--- src/rtl/answer_window_ctrl.sv ---
// Answer-window initiator: arms the countdown timer, captures submit/abort/expiry.
// Optional low-time warning output is built when WINDOW_WARN_EN is defined.
module answer_window_ctrl #(
    parameter int unsigned MAX_ATTEMPTS = 3,
    parameter int unsigned GAP_CYCLES   = 2,
    parameter int unsigned WARN_SECS    = 3
) (
    input  logic       clk,
    input  logic       rst,
    input  logic       req_start,
    input  logic       submit,
    input  logic       answer_ok,
    input  logic       abort,
    input  logic       unlock,
    input  logic [3:0] time_left,
    input  logic       timer_done,
    output logic       start_timer,
    output logic       window_open,
    output logic       result_valid,
    output logic [1:0] result_code,
    output logic [3:0] captured_time,
    output logic [1:0] attempts_left,
    output logic       locked,
    output logic       warn
);

    localparam int unsigned GW = $clog2(GAP_CYCLES + 1);
    localparam logic [1:0] MAX_A = 2'(MAX_ATTEMPTS);
    localparam logic [GW-1:0] GAP_LAST = GW'(GAP_CYCLES - 1);

    localparam logic [1:0] C_PASS    = 2'b00;
    localparam logic [1:0] C_FAIL    = 2'b01;
    localparam logic [1:0] C_TIMEOUT = 2'b10;
    localparam logic [1:0] C_ABORT   = 2'b11;

    if (MAX_ATTEMPTS < 1 || MAX_ATTEMPTS > 3 || GAP_CYCLES < 2 || WARN_SECS > 15)
    begin : g_param_check
        $error("answer_window_ctrl: parameter out of range");
    end

    typedef enum logic [2:0] {
        S_IDLE,
        S_ARM,
        S_OPEN,
        S_REPORT,
        S_GAP,
        S_LOCKED
    } state_t;

    state_t state_q, state_d;

    logic [GW-1:0] gap_cnt_q, gap_cnt_d;
    logic          start_timer_q, start_timer_d;
    logic          window_open_q, window_open_d;
    logic          result_valid_q, result_valid_d;
    logic [1:0]    result_code_q, result_code_d;
    logic [3:0]    captured_time_q, captured_time_d;
    logic [1:0]    attempts_left_q, attempts_left_d;
    logic          locked_q, locked_d;

    logic          end_evt;
    logic [1:0]    end_code;

    // abort outranks submit, which outranks expiry
    always_comb begin
        end_evt  = 1'b0;
        end_code = C_PASS;
        if (abort) begin
            end_evt  = 1'b1;
            end_code = C_ABORT;
        end else if (submit) begin
            end_evt  = 1'b1;
            end_code = answer_ok ? C_PASS : C_FAIL;
        end else if (timer_done) begin
            end_evt  = 1'b1;
            end_code = C_TIMEOUT;
        end
    end

    always_ff @(posedge clk) begin
        if (rst) begin
            state_q <= S_IDLE;
        end else begin
            state_q <= state_d;
        end
    end

    always_comb begin
        state_d = state_q;
        unique case (state_q)
            S_IDLE: begin
                if (req_start) state_d = S_ARM;
            end
            S_ARM: begin
                state_d = S_OPEN;
            end
            S_OPEN: begin
                if (end_evt) state_d = S_REPORT;
            end
            S_REPORT: begin
                state_d = (attempts_left_q == 2'd0) ? S_LOCKED : S_GAP;
            end
            S_GAP: begin
                if (gap_cnt_q == GAP_LAST) state_d = S_IDLE;
            end
            S_LOCKED: begin
                if (unlock) state_d = S_GAP;
            end
            default: begin
                state_d = S_IDLE;
            end
        endcase
    end

    always_comb begin
        gap_cnt_d = '0;
        if (state_q == S_GAP) gap_cnt_d = gap_cnt_q + GW'(1);
    end

    always_comb begin
        result_code_d   = result_code_q;
        captured_time_d = captured_time_q;
        attempts_left_d = attempts_left_q;
        if (state_q == S_OPEN && end_evt) begin
            result_code_d   = end_code;
            captured_time_d = time_left;
            unique case (end_code)
                C_PASS:    attempts_left_d = MAX_A;
                C_ABORT:   attempts_left_d = attempts_left_q;
                default: begin
                    if (attempts_left_q != 2'd0)
                        attempts_left_d = attempts_left_q - 2'd1;
                end
            endcase
        end
        if (state_q == S_LOCKED && unlock) attempts_left_d = MAX_A;
    end

    // status flags are registered copies of the upcoming state
    always_comb begin
        start_timer_d  = (state_d == S_ARM) || (state_d == S_OPEN);
        window_open_d  = (state_d == S_OPEN);
        result_valid_d = (state_d == S_REPORT);
        locked_d       = (state_d == S_LOCKED);
    end

    always_ff @(posedge clk) begin
        if (rst) begin
            gap_cnt_q       <= '0;
            start_timer_q   <= 1'b0;
            window_open_q   <= 1'b0;
            result_valid_q  <= 1'b0;
            result_code_q   <= C_PASS;
            captured_time_q <= 4'd0;
            attempts_left_q <= MAX_A;
            locked_q        <= 1'b0;
        end else begin
            gap_cnt_q       <= gap_cnt_d;
            start_timer_q   <= start_timer_d;
            window_open_q   <= window_open_d;
            result_valid_q  <= result_valid_d;
            result_code_q   <= result_code_d;
            captured_time_q <= captured_time_d;
            attempts_left_q <= attempts_left_d;
            locked_q        <= locked_d;
        end
    end

`ifdef WINDOW_WARN_EN
    logic warn_q, warn_d;

    always_comb begin
        warn_d = (state_q == S_OPEN) && (state_d == S_OPEN) &&
                 (time_left <= 4'(WARN_SECS));
    end

    always_ff @(posedge clk) begin
        if (rst) begin
            warn_q <= 1'b0;
        end else begin
            warn_q <= warn_d;
        end
    end

    assign warn = warn_q;
`else
    assign warn = 1'b0;
`endif

    assign start_timer   = start_timer_q;
    assign window_open   = window_open_q;
    assign result_valid  = result_valid_q;
    assign result_code   = result_code_q;
    assign captured_time = captured_time_q;
    assign attempts_left = attempts_left_q;
    assign locked        = locked_q;

endmodule

--- config.mk ---
export PLATFORM = sky130hd
export DESIGN_NAME = answer_window_ctrl
export DESIGN_NICKNAME = d
export VERILOG_FILES = /design/src/rtl/answer_window_ctrl.sv
export SDC_FILE = /design/constraint.sdc
export NUM_CORES = 1
export LEC_CHECK = 0
export BUFFER_PORTS_ARGS = -buffer_cell sky130_fd_sc_hd__buf_2
export CORE_MARGIN = 2
export CORE_UTILIZATION = 48
export DETAILED_ROUTE_END_ITERATION = 6
export PLACE_DENSITY = 0.84
export SYNTH_ARGS = -nofsm -noshare
export SYNTH_HDL_FRONTEND = slang
export SYNTH_SLANG_ARGS = --single-unit
--- constraint.sdc ---
create_clock -name clk -period 1.74 [get_ports clk]
set_input_delay 0.174 -clock clk [delete_from_list [all_inputs] [get_ports clk]]
set_output_delay 0.174 -clock clk [all_outputs]
set_load 0.02 [all_outputs]
==> results of run 1 <==
synthesized netlist by cell type, drive strengths merged:
| cell | n |
|---|---|
| nor3b | 1 |
| nor4 | 3 |
| nor3 | 3 |
| o21ai | 1 |
| conb | 1 |
| a41oi | 1 |
| nand2b | 2 |
| a21oi | 5 |
| o211ai | 2 |
| dfxtp | 17 |
| nor2 | 12 |
| buf | 4 |
| o2bb2ai | 1 |
| or3b | 2 |
| a2111oi | 1 |
| nand3 | 2 |
| nand2 | 3 |
| a311oi | 2 |
| nor2b | 1 |
| ha | 2 |
| nor4b | 1 |
| xnor2 | 1 |
| or3 | 1 |
| inv | 8 |
| clkbuf | 1 |
| o21bai | 1 |
| mux2i | 4 |
layout make-up:
class | instances | area (um2) | area share (%)
multi-input combinational | 53 | 406.6 | 42.48
tap | 16 | 20.02 | 2.092
sequential | 17 | 340.3 | 35.56
timing repair buffer | 25 | 130.1 | 13.59
clock inverter | 1 | 7.507 | 0.7843
inverter | 8 | 30.03 | 3.137
clock buffer | 3 | 22.52 | 2.353
layer usage:
layer	vias up	global-route usage (%)
met4	0	1.765
met2	21	28.86
met1	293	21.39
li1	331	-
met3	0	8.800
met5	-	0
metrics by stage:
| stage | power (mW) | cells | hold WS [ps] |
|---|---|---|---|
| 2_1_floorplan | 0.6975 | 83 | 250.8 |
| 3_3_place_gp | 0.7527 | 119 | 409.9 |
| 3_5_place_dp | 0.7659 | 119 | 417.6 |
| 4_1_cts | 0.9842 | 123 | 94.48 |
| 5_1_grt | 1.028 | 123 | 107.7 |
| 6_report | 0.9687 | 123 | 106.2 |
power by group:
part           internal (mW)  switching, mW
clock network         0.0874          0.127
registers              0.433         0.0285
logic                  0.124          0.169
final timing paths:
| check | end |
|---|---|
| setup / recovery | attempts_left[1] |
| setup reg to reg | attempts_left[1] |
| hold / removal | captured_time[1] |
| hold reg to reg | gap_cnt_q[0] |
sequential cells by signal, summed over array words and instances (netlist names):
signal	cells
captured_time	4
state_q	3
attempts_left	2
gap_cnt_q	2
result_code	2
locked	1
result_valid	1
start_timer	1
window_open	1
worst register-to-register path: stages (launching register included):
cell and delay, ps:
dfxtp_1 490, or3b_4 490, nor4b_2 320, o2bb2ai_1 150, nand2_1 60
kinds of logic (layout without fill, tap and decap cells):
family / count (synthesis) / in the layout / share of synthesized area, %
other: 1 / 1 / 0.4583
and+or+nand+nor: 31 / 31 / 26.15
xor gates and xnor gates: 1 / 1 / 1.071
buffers and inverters: 13 / 37 / 8.715
AOI/OAI and AO/OA: 14 / 14 / 14.07
DFF: 17 / 17 / 41.59
muxes: 4 / 4 / 4.893
adders and majority gates: 2 / 2 / 3.058
==> flow_summary_export.csv, run 1 <==
group,metric,value,unit
drt,drt_iter0_drc,9,
drt,drc,0,
finish,layout_common_cells,"buf_2, dfxtp_1, nor2_1",
setup_path,worstPathArrival,1800,ps
grt,grtUsageTotal,17.56,%
setup_path,critPathSlowestCell,"dfxtp_1",
synthesis,syn-instance-count,83,
power,power_density,1012,nW/um2
grt,grt_pass1_wl,2539,um
drt,highest_layer,"met3",
placement,place.gp.congestion,0.7656,
sta,fin_setup_tns,0,ps
drt,wl_met1,632,um
synthesis,synth-seq-cells,17,
setup_path,crit_cells,4,
finish,nFillCells,146,
cts,ctsResizeCount,0,
drt,routed_wl,1532,um
sta,report.final.slew_viol_count,0,
floorplan,dieArea,2051,um2
sta,max_freq,615.9,MHz
min_path,worstHoldPathType,"in2reg",
synthesis,synthTopCellsByArea,"dfxtp_1, nor2_1, mux2i_1",
finish,nets,122,
finish,num_antenna_cells,0,
finish,final_common_cell,"buf_2",
floorplan,rows,14,
drt,ant_nets,0,
drt,vias,645,
floorplan,die_y,45.29,um
synthesis,netlist_area,818.3,um2
synthesis,synth.largest_area_cell,"dfxtp_1",
cts,clk_latency,290,ps
synthesis,syn_avg_cell_area,9.859,um2
setup_path,r2r_setup_slack,120,ps
floorplan,start_util,52.49,%
floorplan,io_pins,25,
cts,clkTransAtPathRegs,100,ps
cts,cts_tree,"done",
finish,drive_above_1_share,35.51,%
setup_path,cp.required,1920,ps
power,irDropWorstVdd,0.0008185,V
synthesis,ys_seq_area_share,41.59,%
cts,cts_buffer_depth,2,
cts,cts_buffers,3,
cts,post-cts-setup-buffers,0,
sta,fin_worst_skew,8.461,ps
finish,design_area,957.2,um2
setup_path,crit_path_end_kind,"flip-flop",
cts,h-tree-depth,1,
drt,avgRoutedWirePerCell,12.46,um
setup_path,critPathLaunchType,"flip-flop",
cts,cts_sinks,17,
synthesis,synth_cell_type_count,33,
finish,final_core_util,61.40,%
drt,met3_length,101,um
sta,finalHoldViolations,0,
setup_path,cp_cell_sequence,"or3b_4, nor4b_2, o2bb2ai_1, nand2_1",
synthesis,yosys.area.top_type_share,41.59,%
grt,antenna_found_initial,0,
sta,finalCritPeriodShare,93.31,%
setup_path,worst-setup-path-type,"reg2reg",
drt,viasPerCell,5.244,
power,total_leakage_power,0.4060,nW
drt,dr.pass1.iters,4,
placement,port_buffers,23,
floorplan,fp.dieW,45.29,um
setup_path,ff2ff_path_depth,4,
sta,setup_violations,0,
placement,place_ws,132.6,ps
floorplan,core,1559,um2
grt,grt_pass1_vias,581,
finish,area_delta_synth_final,16.97,%
setup_path,r2r-start,"state_q[1]",
sta,rsz0062_at_grt,"false",
min_path,hp-start,"time_left[1]",
grt,overflow,0,
setup_path,slowest_delay,490,ps
synthesis,synth_fp_nets,97,
sta,fin_ws,116.4,ps
min_path,whs_path_depth,3,
outcome,outcome,"completed",
placement,placed_area,927.1,um2
job,cap_violations,0,
grt,grt_max_degree,14,
setup_path,critPathMaxFanout,9,
setup_path,cp-startpoint,"state_q[1]",
synthesis,ys_warn_count,0,
placement,post-dp-hpwl,1220,um
sta,finalCriticalPeriod,1624,ps
drt,routed-wl-met2,798,um
cts,root_buffer,"clkbuf_4",
cts,postCtsHoldBufs,0,
setup_path,cp_top_family,"simple AND/OR/NAND/NOR gates",
setup_path,cp.buffers_inverters,0,
No activity file was read; power rests on OpenSTA's default activity.
==> run 2, diff against run 1 <==
--- a/config.mk
+++ b/config.mk
@@ -10,6 +10,8 @@
 export CORE_UTILIZATION = 48
 export DETAILED_ROUTE_END_ITERATION = 6
 export PLACE_DENSITY = 0.84
+export RECOVER_POWER = 50
+export SLEW_MARGIN = 40
 export SYNTH_ARGS = -nofsm -noshare
 export SYNTH_HDL_FRONTEND = slang
 export SYNTH_SLANG_ARGS = --single-unit
==> run 2 against run 1 <==
Compared with the run above: setup slack got worse by 7.2 ps; register-to-register slack barely moved; critical path type unchanged; combinational power fell by 4%; wire length is 0.72% higher.
==> flow_summary_export.csv, run 2 (synthesis results as in run 1) <==
group,metric,value,unit
placement,place.gp.congestion,0.7656,
drt,viasPerCell,5.350,
finish,final_core_util,60.19,%
setup_path,cp_top_family,"simple AND/OR/NAND/NOR gates",
finish,largest_reg_flops,4,
sta,finalHoldViolations,0,
drt,dr.pass1.iters,4,
floorplan,core,1559,um2
drt,drc,0,
drt,avgRoutedWirePerCell,12.54,um
floorplan,io_pins,25,
setup_path,cp.required,1920,ps
setup_path,cp_cell_sequence,"or3b_4, nor4b_2, o2bb2ai_1, nand2_1",
finish,final_common_cell,"dfxtp_1",
setup_path,worstPathArrival,1810,ps
drt,ant_nets,0,
sta,finalCritPeriodShare,93.73,%
cts,post-cts-setup-buffers,0,
grt,grt_max_degree,14,
cts,cts_tree,"done",
sta,fin_setup_tns,0,ps
cts,h-tree-depth,1,
drt,drt_iter0_drc,9,
sta,max_freq,613.2,MHz
drt,vias,658,
placement,post-dp-hpwl,1220,um
cts,root_buffer,"clkbuf_4",
setup_path,critPathLaunchType,"flip-flop",
drt,routed_wl,1543,um
finish,nFillCells,152,
sta,report.final.slew_viol_count,0,
placement,port_buffers,23,
finish,nets,122,
cts,cts_buffers,3,
grt,grtUsageTotal,17.56,%
floorplan,start_util,52.49,%
setup_path,slowest_delay,490,ps
grt,grt_pass1_vias,581,
setup_path,critPathMaxFanout,9,
finish,area_delta_synth_final,14.68,%
sta,rsz0062_at_grt,"false",
setup_path,critPathSlowestCell,"dfxtp_1",
grt,grt_pass1_wl,2539,um
finish,num_antenna_cells,0,
floorplan,rows,14,
min_path,worstHoldPathType,"in2reg",
cts,cts_buffer_depth,2,
sta,fin_worst_skew,8.940,ps
setup_path,cp.buffers_inverters,0,
floorplan,die_y,45.29,um
finish,layout_common_cells,"dfxtp_1, clkbuf_1, nor2_1, buf_2, inv_1",
power,total_leakage_power,0.3578,nW
grt,antenna_found_initial,0,
grt,overflow,0,
outcome,outcome,"completed",
cts,postCtsHoldBufs,0,
setup_path,crit_path_end_kind,"flip-flop",
setup_path,worst-setup-path-type,"reg2reg",
finish,multi_input_area,406.6,um2
cts,clk_latency,290,ps
job,cap_violations,0,
floorplan,dieArea,2051,um2
sta,finalCriticalPeriod,1631,ps
power,irDropWorstVdd,0.0008351,V
sta,setup_violations,0,
cts,ctsResizeCount,0,
floorplan,fp.dieW,45.29,um
cts,clkTransAtPathRegs,110,ps
finish,regArea,340.3,um2
cts,cts_sinks,17,
finish,drive_above_1_share,23.36,%
power,power_density,1020,nW/um2
==> run 2: changes by cell type in the layout (fill, tap and decap cells not counted) <==
cell,delta
buf_2,-12
buf_4,-1
clkbuf_1,+13
==> run 2: power breakdown <==
part,leakage [nW],internal [mW],total (mW),switching [mW]
sequential,0.138,0.433,0.463,0.0296
combinational,0.205,0.112,0.281,0.169
clock,0.0139,0.0874,0.214,0.126
total,0.358,0.632,0.957,0.325
==> run 2: worst min-delay path: stages <==
cell	delay (ps)
buf_2	70
mux2i_1	50
nor2_1	70
==> run 2: final timing paths <==
kind | depth (start not counted) | end | slack (ps) | startpoint
setup / recovery | 4 | attempts_left[1] | 110 | state_q[1]
hold / removal | 3 | captured_time[1] | 110 | time_left[1]
setup reg to reg | 4 | attempts_left[1] | 110 | state_q[1]
hold reg to reg | 1 | gap_cnt_q[0] | 450 | gap_cnt_q[0]
==> run 2: area by class of cell <==
cell class                 count  share of cell area, %
multi-input combinational     53                  43.33
tap                           16                  2.133
sequential                    17                  36.27
timing repair buffer          25                  11.87
clock buffer                   3                  2.400
clock inverter                 1                 0.8000
inverter                       8                  3.200
==> run 2: per-layer routing <==
layer	GRT usage (%)	vias to the layer above	share of wire, %
met1	21.39	304	42
met4	1.765	0	0
met2	28.86	21	52
met5	0	-	0
li1	-	333	-
met3	8.800	0	6.2
==> run 2: stage by stage <==
stage	setup WS [ps]	power, mW	cell area [um2]	cells	hold slack (ps)
2_1_floorplan	216.1	0.6975	818.3	83	250.8
3_3_place_gp	225.0	0.7527	927.1	119	409.9
3_5_place_dp	132.6	0.7659	927.1	119	417.6
4_1_cts	105.8	0.9842	957.2	123	94.48
5_1_grt	39.46	1.017	938.4	123	107.7
6_report	109.1	0.9574	938.4	123	106.6
